<file path="src/rtl/clkdiv_if.sv">
// Tap-select / divided-count bundle between the clock divider and its users.
interface clkdiv_if #(
  parameter int unsigned WIDTH = 32,
  parameter int unsigned SEL_W = 5
);
  logic [SEL_W-1:0] sel;
  logic [WIDTH-1:0] clkdiv;
  logic             tick;

  modport master (output sel, input clkdiv, input tick);
  modport slave  (input sel, output clkdiv, output tick);
endinterface

</file>
<file path="src/rtl/clkdiv.sv">
// Free-running binary divider; bit k is clk/2^(k+1). tick strobes on a rising
// edge of the selected counter bit so consumers can use clock enables.
module clkdiv #(
  parameter int unsigned WIDTH = 32,
  parameter int unsigned SEL_W = 5
) (
  input  logic     clk,
  input  logic     rst,
  clkdiv_if.slave  bus
);

  // Rise vector is zero-extended to the full tap range so out-of-range taps read 0.
  localparam int unsigned TAPS = 2 ** SEL_W;

  logic [WIDTH-1:0] cnt_q, cnt_d;
  logic [WIDTH-1:0] rise;
  logic [TAPS-1:0]  rise_ext;
  logic             tick_q, tick_d;

  always_comb begin
    cnt_d    = cnt_q + WIDTH'(1);
    rise     = cnt_d & ~cnt_q;
    rise_ext = TAPS'(rise);
    tick_d   = rise_ext[bus.sel];
  end

  always_ff @(posedge clk or negedge rst) begin
    if (!rst) begin
      cnt_q  <= '0;
      tick_q <= 1'b0;
    end else begin
      cnt_q  <= cnt_d;
      tick_q <= tick_d;
    end
  end

  // Count bits feed clock pins downstream, so they come straight off flops.
  assign bus.clkdiv = cnt_q;
  assign bus.tick   = tick_q;

endmodule

</file>
<file path="src/flat_wrapper.sv">
// flat-port wrapper written by rule: the top's interface ports become plain ports
module clkdiv_flat 
#(
  parameter int unsigned WIDTH = 32,
  parameter int unsigned SEL_W = 5
)
  (clk, rst, bus_sel, bus_clkdiv, bus_tick);
  clkdiv_if #(.WIDTH(WIDTH), .SEL_W(SEL_W)) bus_i ();
  input  logic clk;
  input  logic rst;
  input wire logic [$bits(bus_i.sel)-1:0] bus_sel;
  output wire logic [$bits(bus_i.clkdiv)-1:0] bus_clkdiv;
  output wire logic [$bits(bus_i.tick)-1:0] bus_tick;
  assign bus_i.sel = bus_sel;
  assign bus_clkdiv = bus_i.clkdiv;
  assign bus_tick = bus_i.tick;
  clkdiv #(.WIDTH(WIDTH), .SEL_W(SEL_W)) u_core (.clk(clk), .rst(rst), .bus(bus_i));
endmodule
</file>
<file path="config.mk">
export PLATFORM = sky130hd
export DESIGN_NAME = clkdiv_flat
export DESIGN_NICKNAME = d
export VERILOG_FILES = /design/src/rtl/clkdiv_if.sv /design/src/rtl/clkdiv.sv /design/src/flat_wrapper.sv
export SDC_FILE = /design/constraint.sdc
export NUM_CORES = 1
export LEC_CHECK = 0
export ABC_AREA = 1
export CORE_UTILIZATION = 53
export DETAILED_ROUTE_END_ITERATION = 8
export PLACE_DENSITY = 0.93
export SLEW_MARGIN = 10
export SYNTH_ARGS = -nofsm -noshare
export SYNTH_HDL_FRONTEND = slang
export SYNTH_SLANG_ARGS = --single-unit
</file>
<file path="constraint.sdc">
create_clock -name clk -period 2.2 [get_ports clk]
set_input_delay 0.44 -clock clk [delete_from_list [all_inputs] [get_ports clk]]
set_output_delay 0.44 -clock clk [all_outputs]
set_load 0.1 [all_outputs]
</file>
After elaboration in Yosys (flattened, before gate mapping)
Index checks and enable logic that the tools add are counted.
{"block": "op_classes", "div_mod_pow": 0, "mul": 0, "n_bitwise": 2, "magnitude_cmp": 1, "reduce_logical": 0, "n_eq_ne": 0, "mux": 2, "addsub": 1, "shift": 0}
{"operator": "$add 32x1->32 const B", "n": 1}
{"operator": "$and 32x32->32", "n": 1}
{"operator": "$not 32->32", "n": 1}
{"operator": "$lt 5x6->1 const B", "n": 1}
{"operator": "$bmux 1 s5", "n": 1}
{"operator": "$mux 1", "n": 1}
{"block": "totals", "latchBits": 0, "memories": 0, "inputBits": 7, "mem_bits_ro": 0, "output_inout_bits": 33, "regBits": 33, "mem_bits_rw": 0}

Logic depth before layout (Yosys ltp)
{"block": "depth", "ltp_word": 4, "ltp_mapped": 16, "depth_no_buf": 16}

Worst setup path after synthesis
No wires, ideal clock.
{"block": "synth_timing", "path_kind": "register to register", "start": "register u_core.cnt_q[0] (netlist: u_core.bus.clkdiv[0])", "end": "register u_core.tick_q (netlist: u_core.bus.tick)", "setup_time_ns": 0.065, "path_slack_ns": -0.383, "period_less_slack_ns": 2.583, "stages_incl_launch_ff": 17, "path_buffers": 0, "arrival_ns": 2.518, "path_cell_list": "dfrtp_1 > ha_1 > nand2_1 > nor2_4 > nand4_4 > nor2_4 > nand2_1 > nor3_2 > ha_1 > nand2_1 > nand3_1 > nand3_1 > nand2_1 > nand2_1 > nand2_1 > nand2_1 > nand2_1"}
{"block": "synth_between", "elab_chain_cells": 4}
{"item": "start, declared", "line": "clkdiv.sv:15", "rtl": "logic [WIDTH-1:0] cnt_q, cnt_d;"}
{"item": "start signal, assigned", "line": "clkdiv.sv:32", "rtl": "cnt_q <= cnt_d;"}
{"item": "$add 32x1->32 or $not 32->32 (tied branches)", "line": "clkdiv.sv:21, clkdiv.sv:22"}
{"item": "$and 32x32->32 *", "line": "clkdiv.sv:22", "rtl": "rise = cnt_d & ~cnt_q;"}
{"item": "$bmux 1 s5 *", "line": "clkdiv.sv:24", "rtl": "tick_d = rise_ext[bus.sel];"}
{"item": "$mux 1 (implied by the code) *", "line": "clkdiv.sv:24"}
{"item": "net u_core.tick_d", "line": "clkdiv.sv:18", "rtl": "logic tick_q, tick_d;"}
{"item": "end signal, assigned", "line": "clkdiv.sv:33", "rtl": "tick_q <= tick_d;"}
{"item": "end, declared", "line": "clkdiv.sv:18"}
The timed path passes the listed nets; every way through them passes the cells marked *. The select of a mux whose other input is x is not followed.

Final worst setup path
Ends and elaborated chain as after synthesis.

==> out/metrics.json <==
{
  "status": {
    "status": "completed"
  },
  "worst_setup_path": {
    "r2r_cells": 16,
    "setup.worst_path.start_class": "flip-flop",
    "cp-end-kind": "flip-flop",
    "worst-setup-path-type": "reg -> reg",
    "regToRegStartpoint": "u_core.bus.clkdiv[0]",
    "critical_path.max_fanout": 5,
    "crit-reg2reg-capture": "u_core.bus.tick",
    "cp.required_ns": 2.43,
    "r2r_setup_slack_ns": 0.17,
    "critPathArrivalTime_ns": 2.27
  },
  "clocking": {
    "clock_insertion_delay_worst_skew_ns": 0.29,
    "numCtsBuffers": 5,
    "cts-hold-fix-buffers": 0,
    "worst_setup_hold_path_clk_slew_ns": 0.07,
    "cts_buffer_depth": 2,
    "ctsRootBufferMaster": "sky130_fd_sc_hd__clkbuf_8",
    "cts_tree": "built",
    "htree_levels": 2,
    "cts_num_sinks": 33
  },
  "yosys": {
    "post_synth_mux_area_share": 0,
    "netlist_instances": 276,
    "synthesized_area_fraction_occupied_by_ao_oa_aoi_and_oai_cells": 0,
    "synth_top_family_by_area": "simple AND/OR/NAND/NOR gates",
    "yosys.area_share.adder": 0.181,
    "yosys.cell_types.count": 22,
    "post_synth_and_or_nand_nor_area_fraction": 0.294,
    "synth.yosys.seq_area_share": 0.373,
    "netlist_area_mm2": 0.00221,
    "synthXorXnorAreaFrac": 0,
    "synth_seq_cells": 33,
    "synth_fp_nets": 315,
    "synthesis.yosys.warnings": 0,
    "syn_area_per_cell_um2": 8.01
  },
  "sta": {
    "final_period_minus_worst_setup_slack_ns": 2.03,
    "final.setup.worst_slack_ns": 0.168,
    "total_count_of_max_transition_violations_in_the_final_report": 0,
    "timing.fmax_ghz": 0.492,
    "finalCritPeriodShare": 0.924,
    "final.setup_skew_ns": 0.00699,
    "timing.final.hold_violations": 0,
    "worst_margin_slew_ns": 0.410,
    "hold-worst-slack_ns": 0.548,
    "setup-tns-final_ns": 0,
    "max_slew_headroom_at_the_worst_pin": 0.726,
    "rsz0062_at_grt": "no",
    "report.final.setup_viol": 0
  },
  "drt": {
    "drtAntennaViolNets": 0,
    "wire_per_inst_um": 12.3,
    "drt_first_iter_violations": 76,
    "drc_errors": 0,
    "firstDrtPassIters": 4,
    "drt-total-wl_um": 4610,
    "avgViaCountPerCell": 4.98,
    "num_vias": 1867
  },
  "power": {
    "worst_ir_drop_vdd_uv": 367,
    "power_per_cell_area_mw_per_mm2": 429,
    "total_leakage_power_nw": 1.61
  },
  "floorplanning": {
    "standard_cell_row_count": 23,
    "floorplan.core_area_mm2": 0.00400,
    "design.die.area_mm2": 0.00444,
    "fp.dieH_um": 66.6,
    "initial_utilization": 0.553,
    "die_w_um": 66.6,
    "design.portCount": 40
  },
  "global_route": {
    "grt_pass1_wl_um": 7840,
    "via_count_of_the_first_global_routing_pass": 1793,
    "gr-total-overflow": 0,
    "grt_max_degree": 34,
    "overall_routing_resource_usage": 0.240,
    "grt_antenna_before_repair": 0
  },
  "finish": {
    "layout_commonest_cell": "sky130_fd_sc_hd__inv_1",
    "area.growth.synth_to_final_pct": 24.9,
    "most-common-layout-cells": "sky130_fd_sc_hd__inv_1, sky130_fd_sc_hd__nand2_1, sky130_fd_sc_hd__buf_4",
    "final_net_count": 363,
    "fraction_of_layout_cells_with_a_size_suffix_above_1": 0.298,
    "n_antenna_cell": 0,
    "post-route-util": 0.691
  },
  "min_path": {
    "hp-class": "in -> async"
  },
  "place": {
    "place.gp.congestion": 0.840,
    "portbufs": 39,
    "dpl.hpwl_um": 3590,
    "pre_cts_slack_ns": 0.0893
  },
  "run": {
    "maxCapViolCount": 0
  }
}
==> cells by family (layout without fill, tap and decap cells) <==
family	count (synthesis)	after routing
buffers and inverters	86	135
AND/OR/NAND/NOR	125	125
adder cells (fa/ha/maj)	32	32
flip-flops	33	33
==> through the flow <==
step                std cells  instance area, µm²  power (W)
detailed placement        364                2610   0.000701
CTS                       372                2720    0.00120
global placement          364                2610   0.000700
floorplan                 276                2250   0.000666
global route              375                2760    0.00123
finish                    375                2760    0.00119
==> layout make-up <==
class | count | area (µm²)
fill | 316 | 1240
multi-input combinational | 157 | 1080
sequential | 33 | 860
timing repair buffer | 45 | 353
inverter | 82 | 310
clock buffer | 7 | 96.3
tap | 50 | 62.6
clock inverter | 1 | 5.00
==> report_power, final <==
group	switching [W]	internal, W	total [W]
registers	0.000000556	0.000608	0.000609
clock network	0.000213	0.000282	0.000495
logic	0.0000555	0.0000259	0.0000814
total	0.000269	0.000916	0.00119
==> synthesized netlist by cell type (all sizes together) <==
master / number / area (µm²)
nor3: 9 / 76.3
dfrtp: 33 / 826
nor4: 1 / 6.26
buf: 4 / 25.0
nor2: 17 / 100
inv: 82 / 310
nand4: 5 / 61.3
nand3: 30 / 160
nand2: 63 / 246
ha: 32 / 400
==> sequential cells by signal (all words and copies together) (netlist names) <==
signal and count:
u_core.bus.tick 1, u_core.bus.clkdiv 32
==> routing by layer <==
metal  track usage  part of all wire  up-vias
met4         0.133             0.028        0
met5             0                 0        -
met3        0.0428             0.045       14
met2         0.403              0.49       50
met1         0.287              0.43      876
li1              -                 -      927
==> critical path, cell delays in order, from the launching register on <==
cell                      delay [ns]
sky130_fd_sc_hd__dfrtp_4        0.46
sky130_fd_sc_hd__ha_4           0.15
sky130_fd_sc_hd__nand2_2        0.07
sky130_fd_sc_hd__nor2_4         0.12
sky130_fd_sc_hd__nand4_4        0.11
sky130_fd_sc_hd__nor2_4         0.16
sky130_fd_sc_hd__nand3_2        0.10
sky130_fd_sc_hd__nor2_2         0.14
sky130_fd_sc_hd__ha_2           0.18
sky130_fd_sc_hd__nand2_1        0.05
sky130_fd_sc_hd__nand3_1        0.07
sky130_fd_sc_hd__nand3_1        0.08
sky130_fd_sc_hd__nand2_1        0.08
sky130_fd_sc_hd__nand2_1        0.05
sky130_fd_sc_hd__nand2_1        0.05
sky130_fd_sc_hd__nand2_1        0.04
sky130_fd_sc_hd__nand2_1        0.06
==> repair_timing <==
item                                    4_1_cts  5_1_grt
setup buffers                                 0        3
endpoints found under the setup margin        0        1
gates resized for setup                       0        6
==> how the worst max path moves through the flow <==
stage                           from              end  cells after the start
2_1_floorplan  u_core.bus.clkdiv[20]  u_core.bus.tick                     13
3_3_place_gp    u_core.bus.clkdiv[0]  u_core.bus.tick                     16
3_5_place_dp    u_core.bus.clkdiv[0]  u_core.bus.tick                     16
4_1_cts         u_core.bus.clkdiv[0]  u_core.bus.tick                     16
5_1_grt         u_core.bus.clkdiv[0]  u_core.bus.tick                     16
6_report        u_core.bus.clkdiv[0]  u_core.bus.tick                     16
Power figures use the tool's default switching activity.
